## src/rtl/apb_req_arbiter_pkg.sv

```systemverilog
// Shared types for the APB request arbiter: FSM state encoding and slave-select width helper.
package apb_req_arbiter_pkg;

  typedef enum logic [1:0] {
    IDLE   = 2'd0,
    SETUP  = 2'd1,
    ACCESS = 2'd2,
    RESP   = 2'd3
  } apbState_e;

  // Width of the slave index field taken from the address; never narrower than one bit.
  function automatic int selWidth(input int numSlaves);
    return (numSlaves > 1) ? $clog2(numSlaves) : 1;
  endfunction

endpackage

```

## src/rtl/apb_rr_arbiter.sv

```systemverilog
// Round-robin picker: first valid requester at or after rrPtr_i, wrapping around.
module apb_rr_arbiter #(
  parameter int NUM_REQ = 2,
  localparam int IDX_W = (NUM_REQ > 1) ? $clog2(NUM_REQ) : 1
) (
  input  logic [NUM_REQ-1:0] valid_i,
  input  logic [IDX_W-1:0]   rrPtr_i,
  output logic [IDX_W-1:0]   grant_o,
  output logic               anyValid_o
);

  int cand;

  // Walk offsets from farthest to nearest so the nearest valid requester is the last writer.
  always_comb begin
    grant_o    = '0;
    anyValid_o = 1'b0;
    cand       = 0;
    for (int i = NUM_REQ - 1; i >= 0; i--) begin
      cand = int'(rrPtr_i) + i;
      if (cand >= NUM_REQ) cand = cand - NUM_REQ;
      if (valid_i[cand]) begin
        grant_o    = IDX_W'(cand);
        anyValid_o = 1'b1;
      end
    end
  end

endmodule

```

## src/rtl/apb_req_arbiter.sv

```systemverilog
// Multi-requester APB master: round-robin grant, SETUP/ACCESS sequencing, one-cycle response.
// Optional ACCESS-phase timeout is compiled in with APB_REQ_ARBITER_TIMEOUT_EN.
module apb_req_arbiter
  import apb_req_arbiter_pkg::*;
#(
  parameter int NUM_REQ        = 2,
  parameter int APB_NUM_SLAVES = 8,
  parameter int APB_ADDR_WIDTH = 12,
  parameter int TIMEOUT_CYCLES = 255
) (
  input  logic                         clk_i,
  input  logic                         rst_i,
  input  logic [NUM_REQ-1:0]           req_valid_i,
  input  logic [NUM_REQ-1:0]           req_write_i,
  input  logic [NUM_REQ*32-1:0]        req_addr_i,
  input  logic [NUM_REQ*32-1:0]        req_wdata_i,
  output logic [NUM_REQ-1:0]           req_ready_o,
  output logic [NUM_REQ-1:0]           rsp_valid_o,
  output logic [31:0]                  rsp_rdata_o,
  output logic                         rsp_err_o,
  output logic [APB_NUM_SLAVES-1:0]    PSEL,
  output logic                         PENABLE,
  output logic                         PWRITE,
  output logic [31:0]                  PADDR,
  output logic [31:0]                  PWDATA,
  input  logic [APB_NUM_SLAVES*32-1:0] PRDATA,
  input  logic [APB_NUM_SLAVES-1:0]    PREADY,
  input  logic [APB_NUM_SLAVES-1:0]    PSLVERR
);

  localparam int IDX_W = (NUM_REQ > 1) ? $clog2(NUM_REQ) : 1;
  localparam int SEL_W = selWidth(APB_NUM_SLAVES);

  if (TIMEOUT_CYCLES < 1) begin : gBadTimeout
    $error("TIMEOUT_CYCLES must be at least 1");
  end

  apbState_e        state_q, state_d;
  logic [IDX_W-1:0] rrPtr_q, rrPtr_d, grant_q, grant_d;
  logic [SEL_W-1:0] slvIdx_q, slvIdx_d;
  logic             write_q, write_d, err_q, err_d;
  logic [31:0]      addr_q, addr_d, wdata_q, wdata_d, rdata_q, rdata_d;

  logic [IDX_W-1:0] arbGrant, nextPtr;
  logic             arbAny, reqWrite, decErr, slvReady, slvErr;
  logic [31:0]      reqAddr, reqWdata, slvRdata;
  logic [SEL_W-1:0] reqIdx;

  apb_rr_arbiter #(.NUM_REQ(NUM_REQ)) uRrArbiter (
    .valid_i    (req_valid_i),
    .rrPtr_i    (rrPtr_q),
    .grant_o    (arbGrant),
    .anyValid_o (arbAny)
  );

  always_comb begin
    reqWrite = 1'b0;
    reqAddr  = '0;
    reqWdata = '0;
    for (int r = 0; r < NUM_REQ; r++) begin
      if (arbGrant == IDX_W'(r)) begin
        reqWrite = req_write_i[r];
        reqAddr  = req_addr_i[r*32 +: 32];
        reqWdata = req_wdata_i[r*32 +: 32];
      end
    end
  end

  assign reqIdx  = reqAddr[APB_ADDR_WIDTH +: SEL_W];
  assign decErr  = int'(reqIdx) >= APB_NUM_SLAVES;
  assign nextPtr = (int'(arbGrant) == NUM_REQ - 1) ? '0 : arbGrant + IDX_W'(1);

  always_comb begin
    slvReady = 1'b0;
    slvErr   = 1'b0;
    slvRdata = '0;
    for (int s = 0; s < APB_NUM_SLAVES; s++) begin
      if (slvIdx_q == SEL_W'(s)) begin
        slvReady = PREADY[s];
        slvErr   = PSLVERR[s];
        slvRdata = PRDATA[s*32 +: 32];
      end
    end
  end

`ifdef APB_REQ_ARBITER_TIMEOUT_EN
  localparam int CNT_W = $clog2(TIMEOUT_CYCLES + 1);
  logic [CNT_W-1:0] waitCnt_q, waitCnt_d;

  always_ff @(posedge clk_i) begin
    if (rst_i) waitCnt_q <= '0;
    else       waitCnt_q <= waitCnt_d;
  end
`endif

  always_comb begin
    state_d  = state_q;
    rrPtr_d  = rrPtr_q;
    grant_d  = grant_q;
    slvIdx_d = slvIdx_q;
    write_d  = write_q;
    addr_d   = addr_q;
    wdata_d  = wdata_q;
    rdata_d  = rdata_q;
    err_d    = err_q;
`ifdef APB_REQ_ARBITER_TIMEOUT_EN
    waitCnt_d = waitCnt_q;
`endif
    case (state_q)
      IDLE: begin
        if (arbAny) begin
          grant_d  = arbGrant;
          rrPtr_d  = nextPtr;
          write_d  = reqWrite;
          addr_d   = reqAddr;
          wdata_d  = reqWdata;
          slvIdx_d = reqIdx;
          // Unmapped slave index: answer with an error and never touch the bus.
          if (decErr) begin
            rdata_d = '0;
            err_d   = 1'b1;
            state_d = RESP;
          end else begin
            state_d = SETUP;
          end
        end
      end
      SETUP: begin
        state_d = ACCESS;
`ifdef APB_REQ_ARBITER_TIMEOUT_EN
        waitCnt_d = CNT_W'(1);
`endif
      end
      ACCESS: begin
        if (slvReady) begin
          rdata_d = write_q ? '0 : slvRdata;
          err_d   = slvErr;
          state_d = RESP;
        end
`ifdef APB_REQ_ARBITER_TIMEOUT_EN
        else if (waitCnt_q == CNT_W'(TIMEOUT_CYCLES)) begin
          rdata_d = '0;
          err_d   = 1'b1;
          state_d = RESP;
        end else begin
          waitCnt_d = waitCnt_q + CNT_W'(1);
        end
`endif
      end
      RESP:    state_d = IDLE;
      default: state_d = IDLE;
    endcase
  end

  always_ff @(posedge clk_i) begin
    if (rst_i) begin
      state_q  <= IDLE;
      rrPtr_q  <= '0;
      grant_q  <= '0;
      slvIdx_q <= '0;
      write_q  <= 1'b0;
      addr_q   <= '0;
      wdata_q  <= '0;
      rdata_q  <= '0;
      err_q    <= 1'b0;
    end else begin
      state_q  <= state_d;
      rrPtr_q  <= rrPtr_d;
      grant_q  <= grant_d;
      slvIdx_q <= slvIdx_d;
      write_q  <= write_d;
      addr_q   <= addr_d;
      wdata_q  <= wdata_d;
      rdata_q  <= rdata_d;
      err_q    <= err_d;
    end
  end

  // Accept is withheld while reset is asserted so nothing is granted on the reset edge.
  always_comb begin
    PSEL        = '0;
    req_ready_o = '0;
    rsp_valid_o = '0;
    for (int s = 0; s < APB_NUM_SLAVES; s++) begin
      PSEL[s] = ((state_q == SETUP) || (state_q == ACCESS)) && (slvIdx_q == SEL_W'(s));
    end
    for (int r = 0; r < NUM_REQ; r++) begin
      req_ready_o[r] = (state_q == IDLE) && !rst_i && arbAny && (arbGrant == IDX_W'(r));
      rsp_valid_o[r] = (state_q == RESP) && (grant_q == IDX_W'(r));
    end
  end

  assign PENABLE     = (state_q == ACCESS);
  assign PWRITE      = write_q;
  assign PADDR       = addr_q;
  assign PWDATA      = wdata_q;
  assign rsp_rdata_o = (state_q == RESP) ? rdata_q : '0;
  assign rsp_err_o   = (state_q == RESP) && err_q;

endmodule
```

## config.mk

```make
export PLATFORM = sky130hd
export DESIGN_NAME = apb_req_arbiter
export DESIGN_NICKNAME = d
export VERILOG_FILES = /design/src/rtl/apb_req_arbiter_pkg.sv /design/src/rtl/apb_rr_arbiter.sv /design/src/rtl/apb_req_arbiter.sv
export SDC_FILE = /design/constraint.sdc
export NUM_CORES = 1
export LEC_CHECK = 0
export ABC_AREA = 1
export ABC_CLOCK_PERIOD_IN_PS = 2700
export CAP_MARGIN = 0
export CORE_AREA = 2 2 202 204
export DETAILED_ROUTE_END_ITERATION = 7
export DIE_AREA = 0 0 204 206
export PLACE_DENSITY = 0.49
export SLEW_MARGIN = 20
export SYNTH_ARGS = -nofsm -noshare
export SYNTH_HDL_FRONTEND = slang
export SYNTH_HIERARCHICAL = 1
export SYNTH_SLANG_ARGS = --single-unit
```

## constraint.sdc

```tcl
create_clock -name clk_i -period 2.7 [get_ports clk_i]
set_input_delay 0.54 -clock clk_i [delete_from_list [all_inputs] [get_ports clk_i]]
set_output_delay 0.54 -clock clk_i [all_outputs]
set_load 0.01 [all_outputs]
```

* After elaboration in Yosys (flattened, before gate mapping)
Cells that the tools add are included.
Storage, ports and cells: register bits 105, input bits 406, output and inout port bits 111, word-level logic and storage cells 98
Cells by class: add/subtract/negate cells 4, magnitude comparators 4, eq/ne operators 12, muxes and demuxes 45, bitwise gates (word level) 2, reduce and logical (&&, ||, !) cells 22
Operators by type and width (count):
- $mux 32 | 14
- $lt 32x3->1 const B | 2
- $ge 32x3->1 const B | 1
- $sub 32x3->32 const B | 1
- $mux 1 | 28
- $logic_and 1x1->1 | 15
- $eq 3x3->1 const B | 4
- $pmux 2 s4 | 1
- $eq 3x2->1 const B | 2
- $reduce_and 2->1 | 3
- $eq 2x2->1 const B | 2
- $mux 2 | 2
- $eq 3x1->1 const B | 1
- $logic_not 3->1 | 1
- $sub 1x2->3 const B | 1
- $add 1x1->2 const B | 1
- $eq 2x1->1 const B | 1
- $ge 1x2->1 const B | 1
- $logic_not 2->1 | 1
- $ne 2x1->1 const B | 1
- $ne 2x2->1 const B | 1
- $not 1->1 | 2
- $add 1x1->1 const B | 1
- $logic_not 1->1 | 1
- $logic_or 1x1->1 | 1

* Longest topological paths before layout
depth after elaboration 11, gate-level depth with buffers 12, depth with buffers taken out 11

* Hierarchy
Netlist, hierarchy kept.
Modules (own cells, without submodules):
- apb_req_arbiter | instances 1, cells an instance 1117, area each 6742.7 µm², sequential area each 2042.0 µm²
- apb_rr_arbiter | instances 1, cells an instance 4, area each 18.8 µm², sequential area each 0.0 µm²

* Worst setup path after synthesis
No wires, ideal clock.
path type input to output, start point input port req_valid_i[1], end point output port req_ready_o[0], arrival 1382 ps, required time 2160 ps, slack 778 ps, cell stages on the path 6, buffers on the path 1, cell sequence or2_1 > nand2_1 > nor2_1 > nand2_1 > inv_2 > buf_1
Between the ends: longest elaborated chain between the ends 7, elaborated cells between the ends (all ways) 13, those cells by class 10 x mux; 1 x bitwise; 2 x reduce/logical
RTL lines:
- from (decl) | RTL line apb_req_arbiter.sv:13 | input logic [NUM_REQ-1:0] req_valid_i,
- $mux 1 (implied by the code) (3 in series) | RTL line apb_rr_arbiter.sv:22 | if (valid_i[cand]) begin
- $mux 1 (2 in series) | RTL line apb_rr_arbiter.sv:22
- $logic_and 1x1->1 or $not 1->1 (tied branches) | RTL line apb_req_arbiter.sv:188 | req_ready_o[r] = (state_q == IDLE) && !rst_i && arbAny && (arbGrant == IDX_W'(r));
- $logic_and 1x1->1 * | RTL line apb_req_arbiter.sv:188
- to (decl) | RTL line apb_req_arbiter.sv:17 | output logic [NUM_REQ-1:0] req_ready_o,
Mark *: on every way between the ends. The rest lies on a longest branch, timed or not. The select of a mux whose other input is x is not followed.

* Worst setup path after layout
start point register state_q[1], end point output port PSEL[5]
Between the ends: longest elaborated chain between the ends 3, elaborated cells between the ends (all ways) 4, those cells by class 2 x eq/ne; 2 x reduce/logical
RTL lines:
- from (decl) | RTL line apb_req_arbiter.sv:38 | apbState_e state_q, state_d;
- from (signal assigned) | RTL line apb_req_arbiter.sv:167 | state_q <= state_d;
- $eq 2x1->1 or $eq 2x2->1 (tied branches) | RTL line apb_req_arbiter.sv:185 | PSEL[s] = ((state_q == SETUP) || (state_q == ACCESS)) && (slvIdx_q == SEL_W'(s));
- $logic_or 1x1->1 * | RTL line apb_req_arbiter.sv:185
- $logic_and 1x1->1 * | RTL line apb_req_arbiter.sv:185
- to (decl) | RTL line apb_req_arbiter.sv:21 | output logic [APB_NUM_SLAVES-1:0] PSEL,
Mark *: on every way between the ends. The rest lies on a longest branch, timed or not.

==> run metrics <==
largest net degree at the start of global routing 47; # H-tree levels 3; clock-pin transition on the worst setup and hold timing paths 90 ps; Hold WC Path Type reg -> reg; EDFF count, synth 0; Place WS 55.1 ps; most frequent cells in the layout 505 x clkdlybuf4s50_1, 335 x nand2_1, 107 x nor2_1, 97 x dfxtp_1, 95 x nand4_1; Root Driver clkbuf_16; initial drt markers 547; simple-gate share of the synthesized area 0.437; xor/xnor share of the synthesized area 0; status finished, final reports clean; routed via count 9556; WL/cell 20.1 um; flops & latches, synth 102; commonest non-fill, non-tap cell in the layout clkdlybuf4s50_1; maximum capacitance violations 0; synth-to-layout area growth 90.9%; TNS Setup 0 ps; Slew HR 0.375; kind of end point of the critical path output pin; Critical Path Max Stage Delay 380 ps; Final Cycle Share 0.929; cell area after synthesis 6760 um2; vias in the first global route 9512; Worst EP arrival 1970 ps; Power Dens Cells 621 nW/um2; min cycle time layout 2510 ps; die width 204 um; Avg Cell Area, Syn 6.03 um2; detailed-route DRC error count 0; I/O pin total 517; Post-Synth Adder-Cell Area 0.00740; Final Wtd Congestion 0.843; Rows 74; CP startpoint kind flip-flop; Setup Skew 10.7 ps; largest family of logic cells by synthesized area simple AND/OR/NAND/NOR gates; synth top area cells dfxtp_1 30%, nand2_1 19%, nand4_1 8.8%; gr usage total 0.192; clock buffer depth 2; Seq/Total Area, Yosys 0.302; critical path, cell by cell inv_1 -> ha_2 -> clkinv_1 -> buf_4 -> nor4_1 -> dlygate4sd2_1; Net Count, Synth 1531; FFs w/ async S/R, synth 0; post-synthesis mux area share 0; initial antenna violation count 8; synth warn 6; initial core utilization 0.168; Die Y 206 um; Die ar. 42000 um2; Detail Route Antenna Nets 0; routed vias/inst 4.48; final hold vios 0; Cells after Synth 1121; # port buffers 516; CTS tree yes; insertion delay to the later sink of the worst-skew pair 370 ps; layout cells sized above 1 0.0506; Synth top area share 0.302; Yosys cell types 28; RSZ-0062 raised after global routing false; DRT Wirelength 43000 um; GR Overflow Total 0; category of the most critical setup path reg -> out; achievable frequency 399 MHz; clk sinks 102; Setup violations, final 0; # fillers 4430; first-pass GRT wire length 60000 um; fin worst setup slack 192 ps; DR pass1 iterations 4; Num CTS Buffers 9; Critical Path RT 2160 ps; dpl hpwl 33100 um; post-synth top area cell dfxtp_1; Main synth FF type dfxtp_1; Synth Area in Compound Gates 0.147; critical-path cell with the highest stage delay dfxtp_2; Slew Viols, Final 0; CP Max Fanout 8; VDD IR-drop max 0.413 mV; nets 2005; total leakage power 0.00518 uW; Core Area 40200 um2; measured slew at the worst slew-check pin 936 ps
==> logic make-up (layout without fill, tap and decap cells) <==
family	Yosys count	in the layout
buf+inv	179	658
compound gates	173	173
fa+ha+maj	4	4
other cells	0	2
flops	102	102
simple gates	663	663
==> metrics by stage <==
| step | hold WS [ps] | total power, uW | utilization | cells | instance area, um2 |
|---|---|---|---|---|---|
| finish | 468 | 8020 | 0.321 | 2134 | 12900 |
| global route | 487 | 8610 | 0.321 | 2134 | 12900 |
| CTS | 471 | 8160 | 0.321 | 2132 | 12900 |
| detailed placement | 457 | 6670 | 0.313 | 2116 | 12600 |
| global placement | 453 | 6650 | 0.313 | 2116 | 12600 |
| floorplan | 445 | 4260 | - | 1121 | 6760 |
==> Yosys cell counts, types with 2 or more instances <==
master    count
a21oi_1      73
a22oi_1      38
a31oi_1      20
buf_1        11
buf_2        20
buf_4         4
clkbuf_1     55
dfxtp_1     102
ha_1          4
inv_1        82
inv_2         5
nand2_1     336
nand3_1      80
nand4_1      95
nor2_1      109
nor3_1        2
nor3_4        2
nor4_1        4
o21ai_0      39
o311ai_0      2
or2_0        27
or2_1         2
or2_2         4
==> worst max-delay path, delay by kind of cell (launching register included) <==
kind / cells / cell delay, ps
flip-flops: 1 / 380
adder cells (fa/ha/maj): 1 / 320
buffers and inverters: 4 / 620
AND/OR/NAND/NOR: 1 / 270
==> registers in the layout (all words and copies together) (netlist names) <==
signal and flops:
PADDR 30, PWDATA 32, PWRITE 1, err_q 1
grant_q 1, rdata_q 32, rrPtr_q 1, slvIdx_q 2
state_q 2
==> final cells by class <==
class / instances / area (um2) / share of cell area
Timing Repair Buffer: 553 / 5480 / 0.425
Multi-Input combinational cell: 840 / 4060 / 0.314
Sequential cell: 102 / 2050 / 0.159
Tap cell: 532 / 666 / 0.0516
Inverter: 89 / 339 / 0.0263
Clock buffer: 10 / 239 / 0.0185
Clock inverter: 6 / 72.6 / 0.00562
Antenna cell: 2 / 5.00 / 0.000388
==> power breakdown <==
| part | leakage, uW | internal [uW] | total (uW) | switching (uW) |
|---|---|---|---|---|
| Sequential | 0.000836 | 1870 | 2100 | 234 |
| Combinational | 0.00419 | 1900 | 4480 | 2580 |
| Clock | 0.000153 | 689 | 1440 | 747 |
| Total | 0.00518 | 4460 | 8020 | 3560 |
==> path summary, 6_finish.rpt <==
check / startpoint / end / slack, ps / cells past startpoint
setup / recovery: state_q[1]$_SDFFE_PP0P_ / PSEL[5] / 190 / 6
hold / removal: rdata_q[15]$_SDFFE_PP0P_ / rdata_q[15]$_SDFFE_PP0P_ / 470 / 2
setup reg to reg: slvIdx_q[1]$_SDFFE_PP0P_ / rdata_q[29]$_SDFFE_PP0P_ / 270 / 10
hold reg to reg: rdata_q[15]$_SDFFE_PP0P_ / rdata_q[15]$_SDFFE_PP0P_ / 470 / 2
==> per-layer routing <==
metal	part of all wire	vias to the layer above	GRT usage	wire length, um
met5	0.0020	-	0	84
met1	0.39	4435	0.210	16700
met3	0.090	48	0.0593	3860
li1	-	4674	-	-
met4	0.024	12	0.0611	1040
met2	0.50	387	0.354	21300
==> timing repair <==
item                       CTS  global route
setup buffers                0             0
setup endpoints to repair    8             4
resized for setup            8             8
hold buffers                 0             0
(Power assumes the default switching activity.)
